[src/rtl/reg_file_mp.sv]
// rtl/reg_file_mp.sv - multi-port register file with fixed-latency valid/ready read and write channels
//
// Ports:
//   clk                    rising-edge clock for all state
//   rst_n                  synchronous active-low reset; zeroes the array, drops pending work
//   rd1_req / rd1_addr     read channel 1 request and address, taken when rd1_ready is high
//   rd1_ready              channel 1 idle
//   rd1_valid / rd1_data   one-cycle completion strobe and held read data
//   rd2_*                  second, fully independent read channel
//   wr_req/wr_addr/wr_data write request, taken when wr_ready is high
//   wr_ready               write channel idle
module reg_file_mp #(
    parameter int DATA_W  = 16,
    parameter int ADDR_W  = 5,
    parameter int RD_LAT  = 2,
    parameter int WR_LAT  = 2,
    parameter int ZERO_R0 = 0
) (
    input  logic              clk,
    input  logic              rst_n,
    input  logic              rd1_req,
    input  logic [ADDR_W-1:0] rd1_addr,
    output logic              rd1_ready,
    output logic              rd1_valid,
    output logic [DATA_W-1:0] rd1_data,
    input  logic              rd2_req,
    input  logic [ADDR_W-1:0] rd2_addr,
    output logic              rd2_ready,
    output logic              rd2_valid,
    output logic [DATA_W-1:0] rd2_data,
    input  logic              wr_req,
    input  logic [ADDR_W-1:0] wr_addr,
    input  logic [DATA_W-1:0] wr_data,
    output logic              wr_ready
);
    localparam int         DEPTH    = 1 << ADDR_W;
    localparam logic [1:0] RD_LOAD  = 2'(RD_LAT);
    localparam logic [1:0] WR_LOAD  = 2'(WR_LAT);
    localparam bit         HAS_ZERO = (ZERO_R0 != 0);

    logic [DATA_W-1:0] mem [DEPTH];

    logic [1:0]        rd1_cnt;
    logic [1:0]        rd2_cnt;
    logic [1:0]        wr_cnt;
    logic [ADDR_W-1:0] rd1_addr_q;
    logic [ADDR_W-1:0] rd2_addr_q;
    logic [ADDR_W-1:0] wr_addr_q;
    logic [DATA_W-1:0] wr_data_q;

    logic              wr_commit;
    logic              wr_lands;
    logic [DATA_W-1:0] rd1_next;
    logic [DATA_W-1:0] rd2_next;

    // A channel is idle exactly when its countdown has expired.
    assign rd1_ready = (rd1_cnt == 2'd0);
    assign rd2_ready = (rd2_cnt == 2'd0);
    assign wr_ready  = (wr_cnt == 2'd0);

    // Counter at 1 means this edge is the commit edge; a write to R0 still
    // runs its handshake but never reaches the array when R0 is hardwired.
    assign wr_commit = (wr_cnt == 2'd1);
    assign wr_lands  = wr_commit && !(HAS_ZERO && (wr_addr_q == '0));

    // Read value at the completion edge: write-first when a commit to the
    // same address lands on that same edge.
    always_comb begin
        rd1_next = mem[rd1_addr_q];
        if (wr_lands && (wr_addr_q == rd1_addr_q)) begin
            rd1_next = wr_data_q;
        end
        if (HAS_ZERO && (rd1_addr_q == '0)) begin
            rd1_next = '0;
        end
    end

    always_comb begin
        rd2_next = mem[rd2_addr_q];
        if (wr_lands && (wr_addr_q == rd2_addr_q)) begin
            rd2_next = wr_data_q;
        end
        if (HAS_ZERO && (rd2_addr_q == '0)) begin
            rd2_next = '0;
        end
    end

    always_ff @(posedge clk) begin
        if (!rst_n) begin
            for (int i = 0; i < DEPTH; i++) begin
                mem[ADDR_W'(i)] <= '0;
            end
        end else if (wr_lands) begin
            mem[wr_addr_q] <= wr_data_q;
        end
    end

    always_ff @(posedge clk) begin
        if (!rst_n) begin
            wr_cnt    <= 2'd0;
            wr_addr_q <= '0;
            wr_data_q <= '0;
        end else if (wr_cnt != 2'd0) begin
            wr_cnt <= wr_cnt - 2'd1;
        end else if (wr_req) begin
            wr_cnt    <= WR_LOAD;
            wr_addr_q <= wr_addr;
            wr_data_q <= wr_data;
        end
    end

    always_ff @(posedge clk) begin
        if (!rst_n) begin
            rd1_cnt    <= 2'd0;
            rd1_addr_q <= '0;
            rd1_valid  <= 1'b0;
            rd1_data   <= '0;
        end else begin
            rd1_valid <= 1'b0;
            if (rd1_cnt != 2'd0) begin
                rd1_cnt <= rd1_cnt - 2'd1;
                if (rd1_cnt == 2'd1) begin
                    rd1_valid <= 1'b1;
                    rd1_data  <= rd1_next;
                end
            end else if (rd1_req) begin
                rd1_cnt    <= RD_LOAD;
                rd1_addr_q <= rd1_addr;
            end
        end
    end

    always_ff @(posedge clk) begin
        if (!rst_n) begin
            rd2_cnt    <= 2'd0;
            rd2_addr_q <= '0;
            rd2_valid  <= 1'b0;
            rd2_data   <= '0;
        end else begin
            rd2_valid <= 1'b0;
            if (rd2_cnt != 2'd0) begin
                rd2_cnt <= rd2_cnt - 2'd1;
                if (rd2_cnt == 2'd1) begin
                    rd2_valid <= 1'b1;
                    rd2_data  <= rd2_next;
                end
            end else if (rd2_req) begin
                rd2_cnt    <= RD_LOAD;
                rd2_addr_q <= rd2_addr;
            end
        end
    end
endmodule
[config.mk]
export PLATFORM = sky130hd
export DESIGN_NAME = reg_file_mp
export DESIGN_NICKNAME = d
export VERILOG_FILES = /design/src/rtl/reg_file_mp.sv
export SDC_FILE = /design/constraint.sdc
export NUM_CORES = 1
export LEC_CHECK = 0
export BUFFER_PORTS_ARGS = -buffer_cell sky130_fd_sc_hd__buf_2
export CAP_MARGIN = 20
export CORE_ASPECT_RATIO = 0.6
export CORE_MARGIN = 4
export CORE_UTILIZATION = 50
export DETAILED_ROUTE_END_ITERATION = 16
export PLACE_DENSITY_LB_ADDON = 0.3
export SLEW_MARGIN = 20
export SYNTH_ARGS = -nofsm -noshare
export SYNTH_HDL_FRONTEND = slang
export SYNTH_SLANG_ARGS = --single-unit
[constraint.sdc]
create_clock -name clk -period 3.8 [get_ports clk]
set_input_delay 0.38 -clock clk [delete_from_list [all_inputs] [get_ports clk]]
set_output_delay 0.38 -clock clk [all_outputs]
set_load 0.005 [all_outputs]
Yosys cells after proc, flatten, opt, wreduce, memory -nomap -nowiden
Memories as Yosys holds them, arrays and structs flattened. A register that Yosys moved wholly into a read port is not among the register bits.
Index checks and enable logic that the tools add are counted.
{"block": "word_totals", "memories": 1, "word_cells": 53, "mem_bits_rw": 512, "register_bits": 39}
{"name": "mem", "depth": 32, "word_bits": 16, "rd": 2, "rd_ports_with_merged_regs": 2, "wr": 32, "line_no": "41", "source": "logic [DATA_W-1:0] mem [DEPTH];"}
{"block": "classes", "bitwise": 3, "n_mux": 15, "n_addsub": 3, "n_eq_ne": 3, "n_reduce_logical": 19}
{"operator": "16-bit 2-to-1 mux", "n": 1}
{"operator": "16-bit OR reduction", "n": 1}
{"operator": "2-bit AND reduction", "n": 7}
{"operator": "2-bit 2-to-1 mux", "n": 6}
{"operator": "2-bit nonzero test", "n": 6}
{"operator": "1-bit 2-to-1 mux", "n": 7}
{"operator": "2-bit by 1-bit == test with 1-bit output (second input constant)", "n": 3}
{"operator": "2-bit logical NOT", "n": 3}
{"operator": "2-bit by 1-bit subtractor with 2-bit output (second input constant)", "n": 3}
{"operator": "5-bit 2-to-1 mux", "n": 1}
{"operator": "1-bit NOT", "n": 3}
{"operator": "1-bit logical NOT", "n": 2}

Logic depth before layout (Yosys ltp)
{"block": "logic_depth", "word_depth": 6, "mapped_depth": 9, "depth_no_buf": 7}

Worst setup path before layout
No wires, ideal clock.
{"block": "synth_path", "path_type": "reg-to-reg", "startpoint": "reg wr_cnt[1]", "endpoint": "mem mem[24][0] (enable)", "path_stages_with_launch": 8, "setup_slack_ns": 0.926, "path_buffers": 2, "t_arrival_ns": 2.462, "required_time_ns": 3.389, "synth_period_minus_slack_ns": 2.874, "cell_sequence": "dfxtp_1 > inv_1 > ha_1 > nand2_1 > or3_1 > clkbuf_1 > clkbuf_1 > o21ai_0"}
{"item": "start, declared", "line_no": "45", "source": "logic [1:0] wr_cnt;"}
{"item": "start signal, assigned", "line_no": "104", "source": "wr_cnt <= wr_cnt - 2'd1;"}
{"item": "end, declared", "line_no": "41"}

==> results.tsv <==
metric	value	unit
status	completed	
Max-Cap Viols	0	
Cell Area, Synth	30500	um^2
post-synthesis adder-cell area fraction	0.00369	
design area	34200	um^2
Initial Util	0.510	
setup TNS	0	ns
setup violators final	0	
worst slew pin tran	1.20	ns
die area	65200	um^2
Synth top area share	0.504	
Post-synth EDFFs	512	
Hold Vio Cnt, Final	0	
hpwl dp	68800	um
mux contribution to synthesized area	0.229	
Arr. time, crit path	3.64	ns
CTS tree	done	
Area Overhead vs Synth	11.9	%
CTS buffer count	54	
unrepaired setup endpoints after global routing	false	
largest net degree at the start of global routing	50	
Hold Path Class	in2reg	
I/O pin cnt	73	
sequential share of the synthesized area	0.550	
Yosys top cell by area	edfxtp_1	
startpoint types	register	
routed via count	20600	
Worst Setup End Kind	register	
most area-consuming cells after synthesis	edfxtp_1, mux4_2, and2_1	
share of cells above drive strength 1	0.268	
Layout Nets	2252	
Detailed Routing Iterations Pass 1	8	
period utilization	0.833	
Routed WL per cell	32.7	um
FMAX	316	MHz
Seq cells post-synth	583	
DR DRC count	0	
Placer Congestion	0.973	
Global Route Usage Sum	0.310	
Period minus WS final	3.17	ns
DRT iter0 DRCs	3447	
yosys warns	0	
FFs w/ async S/R, synth	0	
final wirelength	101000	um
VDD IR max	0.273	mV
Avg Inst Size Synth	14.2	um^2
CTS Buffer Depth	3	
Worst-path clk slew	0.07	ns
Compound-Gate Fraction of Synth Area	0.0448	
number of global-route vias before repair	19800	
first-pass GRT wire length	144000	um
FILL cells	4683	
Synth Area in XOR/XNOR	0.00230	
WS Path Type	reg2reg	
I/O Buffers	72	
overflow left after global routing	0	
Detail Route Antenna Nets	0	
Cells after Synth	2149	
P_leak	12.1	nW
Worst-Skew Late Latency	0.61	ns
post-synthesis cell type count	43	
Slew Limit Fails	0	
Clock Tree Root	clkbuf_16	
Core ar.	59800	um^2
antenna violations before repair	8	
pre-CTS WS	0.775	ns
largest family of logic cells by synthesized area	multiplexers	
FP Rows	69	
placed standard-cell area	32300	um^2
buffer count from post-CTS setup fixing	0	
Critical Path RT	4.27	ns
Pwr Density	475	nW/um^2
# clock sinks	583	
Max-slew headroom	0.202	
die height	199	um
Vias/cell	6.70	
final setup margin	0.635	ns
synthesized net count	2194	
simple-gate portion of the synthesized area	0.137	
H-tree Lvls	2	
ys flop type	edfxtp_1	
Setup Skew	0.0177	ns
top-count cell post-synth	and2_1	
Die X-Extent	327	um
crit-path max FO	33	
Commonest cells post-synth	and2_1, edfxtp_1, mux4_2	
final timing paths:
kind                               startpoint            end  slack (ns)  cells after the start
worst max-delay path            rd1_addr_q[1]    rd1_data[9]        0.63                      7
worst min-delay path               wr_addr[0]   wr_addr_q[0]        0.01                      3
worst max register to register  rd1_addr_q[1]    rd1_data[9]        0.63                      7
worst min register to register  wr_data_q[13]  wr_data_q[13]        0.50                      2
cell usage in the layout (no fill, tap or decap), drive strengths merged, types with 21 or more instances in the layout:
| cell type | instances |
|---|---|
| o21ai | 64 |
| mux4 | 263 |
| dfxtp | 71 |
| a21oi | 34 |
| mux2i | 105 |
| nor2 | 71 |
| a22oi | 21 |
| clkbuf | 81 |
| buf | 212 |
| a31oi | 29 |
| and2 | 516 |
| edfxtp | 512 |
| nand2 | 112 |
routing by layer:
layer,vias up,share of wire,global-route usage
li1,8255,-,-
met1,10500,0.40,0.457
met2,1685,0.40,0.416
met3,195,0.18,0.145
met4,10,0.027,0.0719
met5,-,0.00091,0
power by group:
group          total (W)  leakage, nW  internal [W]  switching, W
Sequential       0.00761         5.87       0.00723      0.000380
Clock            0.00585        0.951       0.00337       0.00248
Combinational    0.00277         5.32       0.00107       0.00169
repair_timing:
action	in CTS	in global routing
resized for setup	0	0
hold buffers	1	0
endpoints found under the hold margin	1	0
cell families (layout without fill, tap and decap cells):
family                     Yosys count  after routing
and+or+nand+nor                    743            743
DFF                                583            583
adders and majority gates            9              9
buffers and inverters              224            328
xor gates and xnor gates             8              8
other                                0              3
AOI/OAI and AO/OA                  214            214
muxes                              368            368
flip-flops by register name, summed over array words and instances (netlist names):
register    cells
rd2_valid       1
rd1_addr_q      5
mem           512
rd1_cnt         2
rd2_cnt         2
rd1_valid       1
rd2_addr_q      5
wr_data_q      16
rd2_data       16
wr_cnt          2
wr_addr_q       5
rd1_data       16
stage by stage:
stage / hold slack, ns / power (W) / std cells / util
after floorplan: 0.490 / 0.00920 / 2149 / -
after global placement: 0.483 / 0.0103 / 2966 / 0.539
after detailed placement: 0.486 / 0.0104 / 2966 / 0.539
after CTS: 0.00209 / 0.0161 / 3069 / 0.571
after global routing: 0.0223 / 0.0166 / 3069 / 0.571
final: 0.0119 / 0.0162 / 3072 / 0.571
worst max-delay path, cell delays in order (launching register included):
cell       delay [ns]
dfxtp_4          0.59
buf_12           0.33
buf_4            0.34
mux4_2           0.53
mux2i_1          0.29
o21ai_0          0.15
o2111ai_1        0.54
a31oi_1          0.17
layout make-up:
cell class                 count  area [um^2]  share of cell area
inverter                      13         48.8             0.00143
sequential                   583        16800               0.492
clock buffer                  81         1670              0.0488
tap                          816         1020              0.0299
clock inverter                21          229             0.00670
multi-input combinational   1342        12900               0.376
timing repair buffer         213         1520              0.0445
antenna                        3         7.51            0.000220
No activity file was read; power rests on OpenSTA's default activity.
